`src/rtl/wide_add_seq.sv`:
```
// Multi-word adder sequencer: runs WORDS 16-bit additions through one shared
// registered adder, LS word first, rippling the carry through a register.
module wide_add_seq #(
    parameter int WORDS   = 4,
    parameter int ADD_LAT = 1
) (
    input  logic                  clk,
    input  logic                  rst,
    input  logic                  start,
    input  logic [16*WORDS-1:0]   a_in,
    input  logic [16*WORDS-1:0]   b_in,
    input  logic                  cin,
    output logic                  busy,
    output logic                  done,
    output logic [16*WORDS-1:0]   sum_out,
    output logic                  cout,
    output logic [15:0]           add_a,
    output logic [15:0]           add_b,
    output logic                  add_cin,
    input  logic [15:0]           add_sum,
    input  logic                  add_cout
);

    localparam int KW = (WORDS > 1) ? $clog2(WORDS) : 1;
    localparam int CW = $clog2(ADD_LAT + 1);
    localparam logic [KW-1:0] LAST_K = KW'(WORDS - 1);
    localparam logic [CW-1:0] LAST_C = CW'(ADD_LAT);

    typedef enum logic [1:0] {S_IDLE, S_RUN, S_FIN} state_t;

    state_t                r_state;
    state_t                w_state_nxt;
    logic [16*WORDS-1:0]   r_a;
    logic [16*WORDS-1:0]   r_b;
    logic [16*WORDS-1:0]   r_res;
    logic [16*WORDS-1:0]   r_sum_out;
    logic                  r_carry;
    logic                  r_cout;
    logic [KW-1:0]         r_k;
    logic [CW-1:0]         r_cnt;
    logic [15:0]           r_add_a;
    logic [15:0]           r_add_b;
    logic                  r_add_cin;

    logic                  w_busy;
    logic                  w_done;
    logic                  w_accept;
    logic                  w_last_cnt;
    logic                  w_last_word;
    logic [KW-1:0]         w_k_nxt;
    logic [16*WORDS-1:0]   w_res_nxt;

    // FIN also accepts so back-to-back requests lose no cycle.
    assign w_accept    = start && (r_state != S_RUN);
    assign w_last_cnt  = (r_cnt == LAST_C);
    assign w_last_word = (r_k == LAST_K);
    assign w_k_nxt     = r_k + 1'b1;

    always_ff @(posedge clk) begin
        if (rst) r_state <= S_IDLE;
        else     r_state <= w_state_nxt;
    end

    always_comb begin
        w_state_nxt = r_state;
        case (r_state)
            S_IDLE:  if (start) w_state_nxt = S_RUN;
            S_RUN:   if (w_last_cnt && w_last_word) w_state_nxt = S_FIN;
            S_FIN:   w_state_nxt = start ? S_RUN : S_IDLE;
            default: w_state_nxt = S_IDLE;
        endcase
    end

    always_comb begin
        w_busy = 1'b0;
        w_done = 1'b0;
        case (r_state)
            S_RUN:   w_busy = 1'b1;
            S_FIN:   w_done = 1'b1;
            default: ;
        endcase
    end

    // Result including the word being captured, so the final load is atomic.
    always_comb begin
        w_res_nxt = r_res;
        w_res_nxt[{r_k, 4'h0} +: 16] = add_sum;
    end

    always_ff @(posedge clk) begin
        if (rst) begin
            r_a       <= '0;
            r_b       <= '0;
            r_res     <= '0;
            r_sum_out <= '0;
            r_carry   <= 1'b0;
            r_cout    <= 1'b0;
            r_k       <= '0;
            r_cnt     <= '0;
            r_add_a   <= '0;
            r_add_b   <= '0;
            r_add_cin <= 1'b0;
        end else if (w_accept) begin
            r_a       <= a_in;
            r_b       <= b_in;
            r_carry   <= cin;
            r_k       <= '0;
            r_cnt     <= '0;
            r_add_a   <= a_in[15:0];
            r_add_b   <= b_in[15:0];
            r_add_cin <= cin;
        end else if (r_state == S_RUN) begin
            if (w_last_cnt) begin
                r_res   <= w_res_nxt;
                r_carry <= add_cout;
                r_cnt   <= '0;
                if (w_last_word) begin
                    r_sum_out <= w_res_nxt;
                    r_cout    <= add_cout;
                    r_add_a   <= '0;
                    r_add_b   <= '0;
                    r_add_cin <= 1'b0;
                end else begin
                    r_k       <= w_k_nxt;
                    r_add_a   <= r_a[{w_k_nxt, 4'h0} +: 16];
                    r_add_b   <= r_b[{w_k_nxt, 4'h0} +: 16];
                    r_add_cin <= add_cout;
                end
            end else begin
                r_cnt <= r_cnt + 1'b1;
            end
        end else begin
            r_add_a   <= '0;
            r_add_b   <= '0;
            r_add_cin <= 1'b0;
        end
    end

    assign busy    = w_busy;
    assign done    = w_done;
    assign sum_out = r_sum_out;
    assign cout    = r_cout;
    assign add_a   = r_add_a;
    assign add_b   = r_add_b;
    assign add_cin = r_add_cin;

endmodule

```
`config.mk`:
```
export PLATFORM = sky130hd
export DESIGN_NAME = wide_add_seq
export DESIGN_NICKNAME = d
export VERILOG_FILES = /design/src/rtl/wide_add_seq.sv
export SDC_FILE = /design/constraint.sdc
export NUM_CORES = 1
export LEC_CHECK = 0
export CAP_MARGIN = 20
export CORE_MARGIN = 1.5
export CORE_UTILIZATION = 56
export DETAILED_ROUTE_END_ITERATION = 12
export PLACE_DENSITY = 0.86
export SYNTH_ARGS = -nofsm -noshare
export SYNTH_HDL_FRONTEND = slang
export SYNTH_SLANG_ARGS = --single-unit
```
`constraint.sdc`:
```
create_clock -name clk -period 4.25 [get_ports clk]
set_clock_uncertainty 0.15 [all_clocks]
set_input_delay 0.425 -clock clk [delete_from_list [all_inputs] [get_ports clk]]
set_output_delay 0.425 -clock clk [all_outputs]
set_load 0.02 [all_outputs]
```
# == Word-level counts from Yosys, hierarchy flattened ==
# Index checks and enable logic that the tools add are counted.
# totals
ff_bits,295
input_bits,149
out_inout_bits,100
# op_classes
n_addsub,3
eq_ne,7
shift,4
muxes,20
bitwise,2
reduce_logical,8
# ops
operator,count
$mux 16,8
$shiftx 64x7->16,2
$bwmux 64,1
$shift 16x8->64 const A,1
$shiftx 16x8->64,1
$mux 1,8
$neg 6->8,1
$pmux 2 s3,1
$reduce_and 3->1,2
$eq 2x2->1 const B,2
$mux 2,2
$ne 2x2->1 const B,2
$reduce_and 4->1,1
$ne 3x3->1 const B,1
$add 2x1->2 const B,1
$eq 2x1->1 const B,1
$logic_and 1x1->1,2
$logic_not 2->1,1
$ne 2x1->1 const B,1
$not 1->1,2
$reduce_and 2->1,1
$reduce_or 2->1,1
$add 1x1->1 const B,1

# == Longest topological paths before layout ==
# Gate-level depths: netlist (run 1).
# depth
ltp_word,6
mapped_depth,11
ltp_nobuf,5

# == Least setup slack after synthesis (run 1) ==
# Ideal clock, no wire load.
# synth_path
kind,flip-flop to flip-flop
from,register r_k[0]
to,"register r_add_a[0], in the netlist add_a[0]"
setup_time_ns,0.130
arrival_time_ns,2.402
required_time_ns,3.970
path_slack_ns,1.568
path_stages_with_launch,11
path_cell_list,dfxtp_1 -> buf_6 -> buf_2 -> buf_2 -> inv_1 -> ha_1 -> buf_2 -> buf_2 -> mux4_2 -> o211ai_1 -> o31ai_1
# synth_via
elab_chain_len,6
elab_cells_between_ends,7
# synth_lines
element,line,source
start: declaration,39,logic [KW-1:0] r_k;
start signal: assignment,124,r_k <= w_k_nxt;
$add 2x1->2,57,assign w_k_nxt = r_k + 1'b1;
via w_k_nxt[0],50,logic [KW-1:0] w_k_nxt;
$shiftx 64x7->16,125,"r_add_a <= r_a[{w_k_nxt, 4'h0} +: 16];"
$mux 16,117,if (w_last_word) begin
$mux 16,113,if (w_last_cnt) begin
$mux 16,112,end else if (r_state == S_RUN) begin
$mux 16,103,end else if (w_accept) begin
end signal: assignment,109,r_add_a <= a_in[15:0];
end signal: assignment,125,
end: declaration,41,logic [15:0] r_add_a;
# The timed path passes the listed nets, and every way through them passes these cells. The select of a mux whose other input is x is not followed.
# A chain may end at the register's enable or synchronous reset.

# == Worst setup path after layout (run 1) ==
# layout_path
from,register r_state[1]
to,output port busy
# layout_via
elab_chain_len,2
# layout_lines
element,line,source
start: declaration,31,state_t r_state;
start signal: assignment,61,else r_state <= w_state_nxt;
$eq 2x1->1,77,case (r_state)
$mux 1,77,
end: declaration,13,"output logic busy,"
# Every way passes these cells.

==> reports/summary.txt, run 1 <==
number of flops mapped to enable cells by yosys = 0
Synth Warn # = 0
CP endpoint kind = primary output
Yosys cell types = 46
post-CTS setup buffers = 0
layout cells sized above 1 = 8.679%
CTS tree = done
flip-flop and latch area = 0.005907 mm²
vias in the first global route = 11,518
met1 GRT Util = 40.37%
row count = 54
largest net degree at the start of global routing = 134
crit path DAT = 2.67 ns
Clock transition at path regs = 0.06 ns
met3 GRT Util = 6.652%
clock sink count = 295
worst rel slew slack = 26.94%
DP HPWL = 22.84 mm
layout overhead on the synthesized area = 26.10%
Core Util, Final = 72.76%
Via-to-Cell Ratio = 6.541
status = complete, no violations
Initial Util = 57.70%
ys flop type = dfxtp_1
Synth top area share = 46.47%
synthesized flop and latch total = 295
CTS Hold Bufs = 0
Worst Path Buf+Inv = 2
Least-Margin Pin Slew = 1.091 ns
n_diodes = 0
CTS resizes = 0
die height = 153.7 µm
Crit Path Max Fanout = 28
H-tree levels = 1
via count = 12,081
ordered cell list for the critical path = nand2b_4 -> clkinv_2 -> clkdlybuf4s50_1
RSZ-0062 raised after global routing = no
Lkg Pwr = 0.005405 µW
# IOs = 249
drt wl/cell = 20.19 µm
multi-input logic area = 0.006073 mm²
# DRC = 0
grt ovf = 0
drt initial violations = 1,349
Startpoint Class = flop
CTS buffer count = 29
die area = 0.02361 mm²
first-pass GRT wire length = 59.91 mm
Avg Cell Area, Syn = 8.963 µm²
Final GP Congestion = 0.8274
Max Cap Viol = 0
Tot Pwr = 6481 µW
hold slack = 0.2864 ns
met2 Use GR = 49.26%
Top Usage Layer GRT = met2
Syn Inst Count = 1,418
Worst Hold Class = in -> reg
delay-heaviest family, CP = buffers and inverters
Fmax achieved = 0.3085 GHz
Seq/Total Area, Yosys = 46.47%
Final Max Tran Viols = 0
VDD IR-drop max = 264.8 µV
Worst-Skew Late Latency = 0.54 ns
Cell Pwr Density = 404.4 mW/mm²
Post-Layout Cell Count = 1,847
Crit-path slowest cell = clkdlybuf4s50_1
Commonest cells post-synth = dfxtp_1 (295), nand3_1 (170), a21oi_1 (154)
setup violators final = 0
core region area = 0.02203 mm²
I/O Buffers = 248
Root Driver = clkbuf_16
WL final = 37.29 mm
ranking of synthesized cells by area = dfxtp_1 (46%), nand3_1 (6.7%), a21oi_1 (6.1%)
Final Cycle Share = 76.28%
Detail Route Antenna Nets = 0
first-pass detailed-route iteration total = 6
CP max stage delay = 0.67 ns
Filler cells = 1,614
Clock Path Buffers = 3
ys async rst share = 0%
most frequent cell after synthesis = dfxtp_1
initial antenna violation count = 2
Net count, final = 1,699
Final Hold Fails = 0
Syn Nets = 1,573
setup tns final = 0 ns
GRT Total Usage = 30.73%
critical path type = reg -> out
Post-Place Cells = 1,791
mapped cell area = 0.01271 mm²
DIE WIDTH = 153.7 µm
cell accounting for the most synthesized area = dfxtp_1
Crit path required time = 3.67 ns
Tmin final = 3.242 ns
[registers in the layout (all words and copies together), names as in the netlist]
| register | flops |
|---|---|
| r_cnt | 1 |
| add_cin | 1 |
| r_a | 64 |
| r_k | 2 |
| r_b | 64 |
| add_b | 16 |
| add_a | 16 |
| r_res | 64 |
| sum_out | 64 |
| r_state | 2 |
| cout | 1 |
[placed cells by master (no fill, tap or decap), types with 10 or more instances in the layout]
master / n
dfxtp_1: 294
clkdlybuf4s50_1: 246
nand3_1: 170
a21oi_1: 154
o21ai_0: 135
nor2_1: 100
nor3_1: 45
a221oi_1: 40
a31oi_1: 34
nand2b_1: 32
mux4_2: 32
o211ai_1: 32
o31ai_1: 32
clkbuf_16: 29
a22o_1: 24
buf_4: 20
nand2_1: 18
nand3b_1: 17
clkinv_2: 11
o21ai_1: 10
a311oi_2: 10
clkbuf_8: 10
[where the power goes]
| group | switching (µW) | internal (µW) | leakage (µW) |
|---|---|---|---|
| Clock | 1090 | 1590 | 0.000510 |
| Combinational | 485 | 346 | 0.00249 |
| Sequential | 82.2 | 2880 | 0.00240 |
[metrics by stage]
| stage | area, µm² | setup slack (ns) |
|---|---|---|
| 2_1_floorplan | 12710 | 1.568 |
| 3_3_place_gp | 15000 | 1.287 |
| 3_5_place_dp | 15000 | 1.224 |
| 4_1_cts | 16010 | 1.021 |
| 5_1_grt | 16030 | 0.8472 |
| 6_report | 16030 | 1.008 |
[worst paths after layout]
check | slack, ns | from | cells past startpoint | to
max | 1.01 | r_state[1] | 3 | busy
min | 0.29 | a_in[41] | 3 | r_a[41]
max reg2reg | 1.19 | r_k[0] | 6 | sum_out[37]
min reg2reg | 0.31 | r_res[3] | 2 | r_res[3]
[layout make-up]
| class | instances | area share, % |
|---|---|---|
| multi-input combinational | 942 | 37.90 |
| sequential | 295 | 36.86 |
| clock buffer | 39 | 5.324 |
| timing repair buffer | 269 | 16.56 |
| clock inverter | 15 | 0.9993 |
| tap | 280 | 2.186 |
| inverter | 7 | 0.1796 |
[worst register-to-register path, stage by stage, from the launching register on]
cell and delay, ns:
dfxtp_2 0.32, buf_4 0.54, ha_1 0.44, and4b_2 0.76, buf_12 0.32, nor2_1 0.11
a311oi_1 0.29
[cell families (layout without fill, tap and decap cells)]
logic type | after synthesis | in the layout | share of synthesized area (%)
AO/OA/AOI/OAI | 494 | 494 | 24.41
AND/OR/NAND/NOR | 408 | 408 | 16.64
multiplexers | 33 | 33 | 5.749
flip-flops | 295 | 295 | 46.47
XOR/XNOR | 1 | 1 | 0.06892
buffers and inverters | 181 | 330 | 6.074
adder cells (fa/ha/maj) | 6 | 6 | 0.5907
[per-layer routing]
layer	wire, µm	vias up
li1	-	5509
met1	14890	5827
met2	17440	647
met3	3606	94
met4	1323	4
met5	27	-
No activity file was read; power rests on OpenSTA's default activity.
==> run 2: changes to the inputs <==
--- a/config.mk
+++ b/config.mk
@@ -7,9 +7,9 @@
 export LEC_CHECK = 0
 export CAP_MARGIN = 20
 export CORE_MARGIN = 1.5
-export CORE_UTILIZATION = 56
+export CORE_UTILIZATION = 52
 export DETAILED_ROUTE_END_ITERATION = 12
-export PLACE_DENSITY = 0.86
+export PLACE_DENSITY = 0.8
 export SYNTH_ARGS = -nofsm -noshare
 export SYNTH_HDL_FRONTEND = slang
 export SYNTH_SLANG_ARGS = --single-unit
==> constraint.sdc (replaced) <==
create_clock -name clk -period 3.3 [get_ports clk]
set_clock_uncertainty 0.15 [all_clocks]
set_input_delay 0.33 -clock clk [delete_from_list [all_inputs] [get_ports clk]]
set_output_delay 0.33 -clock clk [all_outputs]
set_load 0.02 [all_outputs]
==> run 2 against run 1 <==
Against the previous run:
- wire length fell by 0.29%
- clock power is 24% higher
- setup slack got worse by 0.63 ns
- total power is 27% higher
- cell count rose by 2.7%
- sequential power up 29%
- first-iteration DRC count down 15%
- flip-flop and latch count unchanged
- combinational power is 30% higher
- critical path type unchanged
- largest power group unchanged
==> reports/summary.txt, run 2 (synthesized netlist as in run 1, its figures left out) <==
Worst Hold Class = in -> reg
Crit path required time = 2.82 ns (-0.85 ns)
VDD IR-drop max = 375.5 µV (+42%)
Final GP Congestion = 0.8127 (-1.8%)
Reg2Reg Launch Point = r_k[0]
H-tree levels = 1 (unchanged)
row count = 57 (+5.6%)
final instance area = 0.01611 mm² (+0.52%)
# IOs = 249 (unchanged)
vias in the first global route = 11,371 (-1.3%)
via count = 11,800 (-2.3%)
Lkg Pwr = 0.005404 µW (about the same)
setup violators final = 0 (unchanged)
clock sink count = 295 (unchanged)
Final Cycle Share = 88.43%
layout cells sized above 1 = 8.466% (-0.21 points)
commonest non-fill, non-tap cells in the layout = dfxtp_1 (294), clkdlybuf4s50_1 (246), nand3_1 (170)
Initial Util = 52.57% (-5.1 points)
setup tns final = 0 ns (unchanged)
Crit Path Max Fanout = 33 (+18%)
worst rel slew slack = 32.24% (+5.3 points)
Clock transition at path regs = 0.06 ns (about the same)
Final Max Tran Viols = 0 (unchanged)
die area = 0.02539 mm² (+7.5%)
Final Hold Fails = 0 (unchanged)
DIE WIDTH = 159.3 µm (+3.7%)
Worst R2R Setup Slack = 0.82 ns (-0.37 ns)
commonest non-fill, non-tap cell in the layout = dfxtp_1
CTS tree = done
Root Driver = clkbuf_16
drt wl/cell = 19.60 µm (-2.9%)
largest net degree at the start of global routing = 164 (+22%)
Critical Path Source = r_state[1]
crit path DAT = 2.44 ns (-0.23 ns)
CP endpoint kind = primary output
Worst-Skew Late Latency = 0.54 ns (about the same)
r2r worst-path depth = 4 (-2)
drt initial violations = 1,151 (-15%)
first-pass GRT wire length = 59.60 mm (-0.51%)
Via-to-Cell Ratio = 6.220 (-4.9%)
CTS buffer count = 29 (unchanged)
area of placed instances = 0.01514 mm² (+0.96%)
Cell Pwr Density = 510.4 mW/mm² (+26%)
CTS Hold Bufs = 0 (unchanged)
# DRC = 0 (unchanged)
I/O Buffers = 248 (unchanged)
Detail Route Antenna Nets = 0 (unchanged)
Clock Path Buffers = 3 (unchanged)
CTS resizes = 0 (unchanged)
core region area = 0.02418 mm² (+9.8%)
layout overhead on the synthesized area = 26.76%
grt ovf = 0 (unchanged)
DP HPWL = 23.73 mm (+3.9%)
initial antenna violation count = 2 (unchanged)
first-pass detailed-route iteration total = 5 (-1)
GRT Total Usage = 28.46% (-2.3 points)
Tmin final = 2.918 ns
die height = 159.3 µm (+3.7%)
Max Cap Viol = 0 (unchanged)
r2r endpoint = r_res[35]
Least-Margin Pin Slew = 1.008 ns (-0.08305 ns)
Net count, final = 1,705 (+0.35%)
crit path to = busy
Fmax achieved = 0.3427 GHz
WL final = 37.18 mm (-0.29%)
post-CTS setup buffers = 0 (unchanged)
RSZ-0062 raised after global routing = no
Startpoint Class = flop
status = complete, no violations
critical path type = reg -> out
-- run 2: changes by cell type in the layout (fill, tap and decap cells not counted), moves of 2 or more --
cell      before  now
buf_12         1    4
clkbuf_1       1    8
diode_2        0    2
buf_4         20   24
clkinv_2      11    5
-- run 2: metal layers --
metal | vias up | global-route usage [%] | routed length [µm]
met1 | 5648 | 37.77 | 15200
met3 | 72 | 5.236 | 3145
met4 | 0 | 7.976 | 873
met5 | - | 0 | 0
li1 | 5519 | - | -
met2 | 561 | 47.60 | 17960
-- run 2: power breakdown --
part,internal [µW],total [µW],switching (µW)
clock,1970,3320,1350
combinational,455,1080,621
sequential,3720,3830,112
-- run 2: critical path, cell delays in order (launching register included) --
cell	delay, ns
dfxtp_1	0.56
nand2b_4	0.23
clkinv_2	0.37
clkdlybuf4s50_1	0.72
-- run 2: worst min-delay path by stage --
stage | startpoint | endpoint | depth (start not counted)
after floorplan | r_res[0] | r_res[0] | 2
after CTS | a_in[44] | r_a[44] | 3
final | b_in[38] | r_b[38] | 3
after detailed placement | r_res[10] | r_res[10] | 2
after global routing | a_in[25] | r_a[25] | 3
after global placement | r_res[9] | r_res[9] | 2
-- run 2: final cells by class --
class,count,area (µm²)
fillers,1898,8066
multi-input cells,942,6065
repair buffers,275,2736
clock inverters,6,83.83
flip-flops and latches,295,5907
inverters,7,28.78
diodes,2,5.005
clock buffers,46,879.6
well taps,324,405.4
-- run 2: through the flow --
step           total power [µW]  hold WS [ns]  util, %  instances  setup slack (ns)
2_1_floorplan              4488        0.2820        -       1418            0.6176
3_3_place_gp               4931        0.2874    62.63       1843            0.9695
4_1_cts                    8236        0.1823    66.61       1895            0.3825
5_1_grt                    8492        0.1973    66.61       1895            0.2531
3_5_place_dp               4958        0.2933    62.63       1843            0.8686
6_report                   8223        0.1912    66.64       1897            0.3818
==> run 3: changes to the inputs <==
==> constraint.sdc (replaced) <==
create_clock -name clk -period 2.8 [get_ports clk]
set_clock_uncertainty 0.15 [all_clocks]
set_input_delay 0.28 -clock clk [delete_from_list [all_inputs] [get_ports clk]]
set_output_delay 0.28 -clock clk [all_outputs]
set_load 0.02 [all_outputs]
==> run 3 against run 2 <==
Against the previous run:
- flip-flop and latch count unchanged
- hold slack got worse by 0.044 ns
- largest power group unchanged
- via count increased by 0.54%
- global-route usage fell by 0.28 points
- final area up 0.26%
- register-to-register slack worse by 0.55 ns
- first-iteration DRC count rose by 2.4%
- cell count shrank 0.37%
- clock power rose by 20%
- critical endpoint unchanged
- count of clock-buffer cells in the layout decreased by 5
- core utilization up 0.17 points
- critical path type unchanged
==> reports/summary.txt, run 3 (synthesized netlist as in run 1, its figures left out) <==
status = complete, no violations
Tmin final = 2.602 ns
Initial Util = 52.57% (unchanged)
CTS buffer count = 29 (unchanged)
DIE WIDTH = 159.3 µm (unchanged)
Sw Ratio = 25.01% (-0.31 points)
Final Cycle Share = 92.92%
first-pass detailed-route iteration total = 6 (+1)
Hold Path End = r_b[33]
VDD IR-drop max = 425.6 µV (+13%)
first-pass GRT wire length = 59.38 mm (-0.37%)
layout cells sized above 1 = 8.365% (-0.10 points)
Filler cells = 1,947 (+2.6%)
Final GP Congestion = 0.8313 (+2.3%)
Worst-Skew Late Latency = 0.54 ns (about the same)
DP HPWL = 22.79 mm (-4.0%)
Final Hold Fails = 0 (unchanged)
Clock Power Share = 40.9% (+0.5 points)
# DRC = 0 (unchanged)
# IOs = 249 (unchanged)
GRT Total Usage = 28.18% (-0.28 points)
Clock Path Buffers = 3 (unchanged)
Crit path required time = 2.37 ns (-0.45 ns)
critical path type = reg -> out
setup violators final = 0 (unchanged)
Via-to-Cell Ratio = 6.277 (+0.91%)
CTS tree = done
flip-flop and latch area = 0.005908 mm² (about the same)
Worst R2R Setup Slack = 0.27 ns (-0.55 ns)
setup tns final = 0 ns (unchanged)
r2r worst-path depth = 5 (+1)
CP max stage delay = 0.70 ns (-0.02 ns)
vias in the first global route = 11,144 (-2.0%)
r2r endpoint = r_res[49]
Clock transition at path regs = 0.06 ns (about the same)
Final Max Tran Viols = 0 (unchanged)
die area = 0.02539 mm² (unchanged)
delay-heaviest family, CP = buffers and inverters
Psw = 2445 µW (+17%)
n_diodes = 0 (-2)
largest net degree at the start of global routing = 164 (unchanged)
Crit Path Max Fanout = 26 (-21%)
Net count, final = 1,704 (-0.059%)
clock sink count = 295 (unchanged)
Crit-path slowest cell = clkdlybuf4s50_1
commonest non-fill, non-tap cells in the layout = dfxtp_1 (293), clkdlybuf4s50_1 (246), nand3_1 (170)
Detail Route Antenna Nets = 0 (unchanged)
Core Util, Final = 66.81% (+0.17 points)
Cell Pwr Density = 605.4 mW/mm² (+19%)
I/O Buffers = 248 (unchanged)
multi-input logic area = 0.006065 mm² (unchanged)
Startpoint Class = flop
RSZ-0062 raised after global routing = no
layout overhead on the synthesized area = 27.08%
commonest non-fill, non-tap cell in the layout = dfxtp_1
drt initial violations = 1,179 (+2.4%)
Reg2Reg Launch Point = r_k[0]
grt ovf = 0 (unchanged)
via count = 11,864 (+0.54%)
hold path depth = 3 (unchanged)
Hold Crit Start = b_in[33]
Reg power frac = 46.1% (-0.4 points)
Lkg Pwr = 0.005418 µW (+0.27%)
die height = 159.3 µm (unchanged)
drt wl/cell = 19.50 µm (-0.52%)
initial antenna violation count = 3 (+1)
row count = 57 (unchanged)
Internal Power = 7332 µW (+19%)
Max Cap Viol = 0 (unchanged)
Worst Path Buf+Inv = 2 (unchanged)
Least-Margin Pin Slew = 1.013 ns (+0.005088 ns)
CP endpoint kind = primary output
H-tree levels = 1 (unchanged)
Worst Hold Class = in -> reg
core region area = 0.02418 mm² (unchanged)
combinational power share = 13.1% (about the same)
worst rel slew slack = 31.89% (-0.34 points)
WL final = 36.85 mm (-0.89%)
crit path DAT = 2.17 ns (-0.27 ns)
ordered cell list for the critical path = nand2b_4 -> clkinv_2 -> clkdlybuf4s50_1
Root Driver = clkbuf_16
Fmax achieved = 0.3844 GHz
==> run 3: cell type report <==
cell class / instances / area share [%]
Clock buffer: 41 / 5.144
Clock inverter: 7 / 0.8366
Inverter: 7 / 0.1782
Multi-Input combinational cell: 942 / 37.55
Sequential cell: 295 / 36.58
Tap cell: 324 / 2.510
Timing Repair Buffer: 274 / 17.21
==> run 3: worst max path at each step <==
stage | startpoint | endpoint | slack, ns | depth (start not counted)
2_1_floorplan | r_k[0] | add_a[0] | 0.12 | 10
3_3_place_gp | r_k[0] | add_a[14] | 0.42 | 6
3_5_place_dp | r_k[0] | r_res[58] | 0.32 | 5
4_1_cts | r_state[0] | busy | 0.04 | 3
5_1_grt | r_k[0] | r_res[49] | 0.11 | 5
6_report | r_state[0] | busy | 0.20 | 3
==> run 3: worst register-to-register path, delay by kind of cell, from the launching register on <==
family                     cells  cell delay (ns)
adders and majority gates      1             0.40
buffers and inverters          1             0.14
and+or+nand+nor                2             1.03
AOI/OAI and AO/OA              1             0.25
DFF                            1             0.50
==> run 3: power by group through the flow <==
stage / registers, µW / logic (µW) / clock network, µW
floorplan: 4610 / 681 / 0
global placement: 4580 / 1240 / 0
detailed placement: 4590 / 1260 / 0
CTS: 4500 / 1270 / 4040
global route: 4520 / 1380 / 4220
finish: 4510 / 1280 / 4000
==> run 3: what timing repair did <==
action	4_1_cts	5_1_grt
setup buffers	0	0
endpoints found under the hold margin	0	0
hold buffers	0	0
resized for setup	0	1
endpoints found under the setup margin	0	1
==> run 3: metrics by stage <==
step,total power (µW),hold slack (ns),std cells,instance area (µm²),worst slack (ns)
after floorplan,5290,0.2660,1418,12710,0.1176
after global placement,5827,0.2874,1842,15180,0.4169
after detailed placement,5852,0.2943,1842,15180,0.3222
after CTS,9809,0.1322,1890,16150,0.03582
after global routing,10120,0.1507,1890,16150,0.1089
final,9777,0.1472,1890,16150,0.1983
==> run 3: routing by layer <==
layer | wire length, µm | part of all wire (%) | GRT usage, %
met4 | 923 | 2.5 | 8.105
met2 | 17520 | 48 | 46.53
met1 | 15160 | 41 | 37.13
met5 | 27 | 0.073 | 0
met3 | 3218 | 8.7 | 6.278
